==> config.mk <==
export PLATFORM = sky130hd
export DESIGN_NAME = btn_event_decoder
export DESIGN_NICKNAME = d
export VERILOG_FILES = /design/src/rtl/btn_event_decoder.sv
export SDC_FILE = /design/constraint.sdc
export NUM_CORES = 1
export LEC_CHECK = 0
export ABC_AREA = 1
export CAP_MARGIN = 30
export CORE_ASPECT_RATIO = 2
export CORE_MARGIN = 5
export CORE_UTILIZATION = 45
export DETAILED_ROUTE_END_ITERATION = 10
export GPL_ROUTABILITY_DRIVEN = 0
export PLACE_DENSITY = 0.65
export SLEW_MARGIN = 5
export SYNTH_ARGS = -nofsm -noshare
export SYNTH_HDL_FRONTEND = slang
export SYNTH_SLANG_ARGS = --single-unit
==> constraint.sdc <==
create_clock -name clk -period 1.5 [get_ports clk]
set_clock_uncertainty 0.2 [all_clocks]
set_input_delay 0.375 -clock clk [delete_from_list [all_inputs] [get_ports clk]]
set_output_delay 0.375 -clock clk [all_outputs]
set_load 0.005 [all_outputs]
==> src/rtl/btn_event_decoder.sv <==
// rtl/btn_event_decoder.sv - classifies a debounced button into short, double, long and repeat events
// One shared counter times press length, release gap and repeat period; all outputs are registered.
module btn_event_decoder #(
  parameter int LONG_CNT   = 1000,
  parameter int GAP_CNT    = 250,
  parameter int REPEAT_CNT = 200,
  parameter int CNT_W      = 16
) (
  input  logic clk,
  input  logic rst,
  input  logic btn,
  output logic short_press,
  output logic double_press,
  output logic long_press,
  output logic repeat_pulse,
  output logic held
);

  typedef enum logic [2:0] {
    IDLE,
    PRESS1,
    WAIT_GAP,
    PRESS2,
    LONG_HELD
  } state_t;

  localparam logic [CNT_W-1:0] LONG_LAST = CNT_W'(LONG_CNT - 1);
  localparam logic [CNT_W-1:0] GAP_LAST  = CNT_W'(GAP_CNT - 1);
  localparam logic [CNT_W-1:0] REP_LAST  = (REPEAT_CNT == 0) ? '0 : CNT_W'(REPEAT_CNT - 1);

  state_t           state;
  state_t           state_nxt;
  logic [CNT_W-1:0] cnt;
  logic [CNT_W-1:0] cnt_nxt;
  logic             short_nxt;
  logic             double_nxt;
  logic             long_nxt;
  logic             repeat_nxt;

  always_ff @(posedge clk or posedge rst) begin
    if (rst) begin
      state        <= IDLE;
      cnt          <= '0;
      short_press  <= 1'b0;
      double_press <= 1'b0;
      long_press   <= 1'b0;
      repeat_pulse <= 1'b0;
      held         <= 1'b0;
    end else begin
      state        <= state_nxt;
      cnt          <= cnt_nxt;
      short_press  <= short_nxt;
      double_press <= double_nxt;
      long_press   <= long_nxt;
      repeat_pulse <= repeat_nxt;
      held         <= (state_nxt == LONG_HELD);
    end
  end

  // Each branch either leaves the state with cnt cleared or advances cnt below its limit.
  always_comb begin
    state_nxt  = state;
    cnt_nxt    = cnt;
    short_nxt  = 1'b0;
    double_nxt = 1'b0;
    long_nxt   = 1'b0;
    repeat_nxt = 1'b0;
    case (state)
      IDLE: begin
        cnt_nxt = '0;
        if (btn) state_nxt = PRESS1;
      end
      PRESS1: begin
        if (!btn) begin
          state_nxt = WAIT_GAP;
          cnt_nxt   = '0;
        end else if (cnt == LONG_LAST) begin
          state_nxt = LONG_HELD;
          cnt_nxt   = '0;
          long_nxt  = 1'b1;
        end else begin
          cnt_nxt = cnt + CNT_W'(1);
        end
      end
      WAIT_GAP: begin
        // A new press on the final gap cycle still counts as the second press.
        if (btn) begin
          state_nxt = PRESS2;
          cnt_nxt   = '0;
        end else if (cnt == GAP_LAST) begin
          state_nxt = IDLE;
          cnt_nxt   = '0;
          short_nxt = 1'b1;
        end else begin
          cnt_nxt = cnt + CNT_W'(1);
        end
      end
      PRESS2: begin
        cnt_nxt = '0;
        if (!btn) begin
          state_nxt  = IDLE;
          double_nxt = 1'b1;
        end
      end
      LONG_HELD: begin
        if (!btn) begin
          state_nxt = IDLE;
          cnt_nxt   = '0;
        end else if (REPEAT_CNT != 0) begin
          if (cnt == REP_LAST) begin
            cnt_nxt    = '0;
            repeat_nxt = 1'b1;
          end else begin
            cnt_nxt = cnt + CNT_W'(1);
          end
        end
      end
      default: begin
        state_nxt = IDLE;
        cnt_nxt   = '0;
      end
    endcase
  end

endmodule

==> results.py <==
metrics = {
    "drt": {
        "vias_per_cell": 5.124,
        "ant_nets": 0,
        "wirelength_um": 3304,
        "route.detailed.wl_per_inst_um": 13.65,
        "drc": 0,
        "drtIter0Drc": 28,
        "vias": 1240,
        "dr.pass1.iters": 4,
    },
    "power": {
        "swShare": 0.3349,
        "p_comb_frac": 0.333,
        "power.switching_uw": 564.8,
        "power.ir.vdd_worst_mv": 0.5182,
        "p_leak_nw": 0.9592,
        "clkPwrFrac": 0.221,
        "pwr-share-seq": 0.446,
        "p_int_mw": 1.121,
        "power_density_nw_per_um2": 877.4,
    },
    "run_status": {
        "status": "complete, but fails checks",
        "failed_checks": "setup timing",
    },
    "synth": {
        "yosysTopAreaCellShare": 0.4440,
        "synth_cells": 168,
        "synthTopCellsByArea": "dfrtp_1 (44%), nand2_1 (7.2%), nor2_1 (6.7%), nand2_2 (6.5%), inv_1 (4.7%)",
        "synth-seq-area-share": 0.4440,
        "yosysUniqueCellTypes": 25,
        "avgSynthCellArea_um2": 8.051,
        "synth_top_area_cell": "dfrtp_1",
        "synth.net_count": 173,
        "yosysWarnings": 0,
        "syn-cell-area_um2": 1353,
        "synth.ff_latch_count": 24,
    },
    "place": {
        "dp_slack_ns": -0.4441,
        "place_area_um2": 1735,
        "portBuffers": 7,
        "post-dp-hpwl_um": 2354,
    },
    "timing": {
        "layout_setup_ws_ns": -0.1498,
        "setup_viol": 19,
        "hold_violations": 0,
        "finalCritPeriodShare": 1.100,
        "tightestPinTransition_ns": 0.3236,
        "grt_setup_unrepaired": "true",
        "slew_violations": 0,
        "fmax_mhz": 606.1,
        "worst_slew_margin_rel": 0.7815,
        "fin_crit_ns": 1.650,
    },
    "worst_setup_path": {
        "path_class": "reg -> reg",
        "cp-start-kind": "flip-flop",
        "slowest_delay_ns": 0.42,
        "crit_top_cell": "nand3_4",
        "cp.arrival_ns": 1.61,
        "cp-end-kind": "flip-flop",
        "path_cells": "ha_4 -> nand3_4 -> nor2_4 -> nand2_2 -> nand2_4 -> nand3_4 -> and2_1",
        "worstPathRequired_ns": 1.46,
        "cp_num_buf_inv": 0,
        "path_max_fanout": 8,
        "slowest_stage": "dfrtp_1",
        "crit_family": "simple AND/OR/NAND/NOR gates",
    },
    "die": {
        "initial_utilization": 0.4596,
        "std_cell_rows": 28,
        "io_pins": 8,
        "dieArea_um2": 4268,
        "die_w_um": 48.77,
        "die_h_um": 87.53,
        "fp.coreArea_um2": 2943,
    },
    "final_layout": {
        "num_antenna_cells": 0,
        "syn_to_final_growth_pct": 42.09,
        "drive_above_1_share": 0.4434,
        "layout.nets": 219,
        "fin_area_um2": 1922,
    },
    "clock_tree": {
        "clk_pin_slew_worst_paths_ns": 0.08,
        "worstSkewPairLatency_ns": 0.26,
        "numClockSinks": 24,
        "cts-root-buf": "clkbuf_8",
        "numCtsBuffers": 3,
        "ctsHtreeMaxLevel": 1,
        "clock_path_buffers": 2,
        "cts_tree": "built",
        "cts_hold_buf": 0,
    },
    "min_path": {
        "hold_path_class": "in -> async",
    },
    "global_routing": {
        "grtUsageTotal": 0.1694,
        "antenna_found_initial": 0,
        "grt_max_degree": 25,
        "grt_pass1_wl_um": 5713,
        "grt_pass1_vias": 1406,
        "overflow": 0,
    },
    "job": {
        "cap_violations": 0,
    },
}
## state kept, by name (all words and copies together) (netlist names)
register      count
repeat_pulse      1
state             3
cnt              16
long_press        1
double_press      1
short_press       1
held              1
## path summary, 6_finish.rpt
kind / from / endpoint / slack (ns) / cells past startpoint
worst max-delay path: cnt[1] / cnt[2] / -0.15 / 7
worst min-delay path: rst / state[0] / 0.24 / 3
worst max register to register: cnt[1] / cnt[2] / -0.15 / 7
worst min register to register: state[2] / double_press / 0.32 / 1
max in group asynchronous: rst / cnt[5] / 0.70 / 3
min in group clk: state[2] / double_press / 0.32 / 1
## tightest hold or removal path: cells and delay by family
family / cells / cell delay (ns)
buffers and inverters: 3 / 0.68
## Yosys cell counts, drive strengths merged
master,instances
a21oi,2
inv,30
o311ai,1
xor2,7
o21ai,2
nand2,40
and2,2
nor2,27
o31ai,2
xnor2,4
buf,1
o211ai,1
nor4,1
nand4,4
nand3,10
nand3b,1
ha,2
nor3,4
nor2b,3
dfrtp,24
## per-layer routing
layer  GRT usage  vias to the layer above  wire length [um]
met5           0                        -                 0
met4     0.09804                        0               136
met3     0.02726                       18               117
met2      0.3476                       28              2006
met1      0.1446                      584              1045
li1            -                      610                 -
## power groups by stage
| stage | Sequential, mW | Clock (mW) | Combinational, mW |
|---|---|---|---|
| after floorplan | 0.762 | 0 | 0.291 |
| after global placement | 0.763 | 0 | 0.423 |
| after detailed placement | 0.766 | 0 | 0.431 |
| after CTS | 0.754 | 0.391 | 0.521 |
| after global routing | 0.761 | 0.430 | 0.609 |
| final | 0.753 | 0.372 | 0.562 |
## final cells by class
type	count	area [um2]
clock buffers	3	41.29
fillers	260	1021
inverters	30	112.6
well taps	30	37.54
multi-input cells	114	788.3
repair buffers	41	340.3
flip-flops and latches	24	601.8
## logic make-up after synthesis
group / Yosys count / share of synthesized area
simple gates: 92 / 0.3339
buf+inv: 31 / 0.09436
flops: 24 / 0.4440
xor+xnor: 11 / 0.07123
compound gates: 8 / 0.03793
fa+ha+maj: 2 / 0.01850
## per-stage QoR
stage / utilization / instances / hold slack (ns) / setup TNS (ns) / power, mW
floorplan: - / 168 / 0.1896 / -0.6186 / 1.053
global placement: 0.5897 / 236 / 0.3114 / -6.593 / 1.186
detailed placement: 0.5897 / 236 / 0.3125 / -7.184 / 1.197
CTS: 0.6369 / 242 / 0.2419 / -2.189 / 1.666
global route: 0.6531 / 242 / 0.2419 / -3.620 / 1.799
finish: 0.6531 / 242 / 0.2356 / -2.230 / 1.686
## repair_timing
| item | CTS | global route |
|---|---|---|
| buffers inserted | 2 | 1 |
| resized for setup | 22 | 16 |
| endpoints found under the setup margin | 23 | 25 |
| endpoints found under the hold margin | 0 | 0 |
| cloned | 1 | 0 |
| pin swaps | 16 | 8 |
## cells in the final DEF, fill, tap and decap left out, types with 7 or more instances in the layout
cell / count
dfrtp_1: 23
xor2_1: 7
nand2_1: 21
nor2_2: 8
nand3_1: 7
nand2_2: 15
nor2_1: 15
inv_2: 13
inv_1: 17
buf_4: 32
Note: power is estimated with default switching activity, not from simulation.
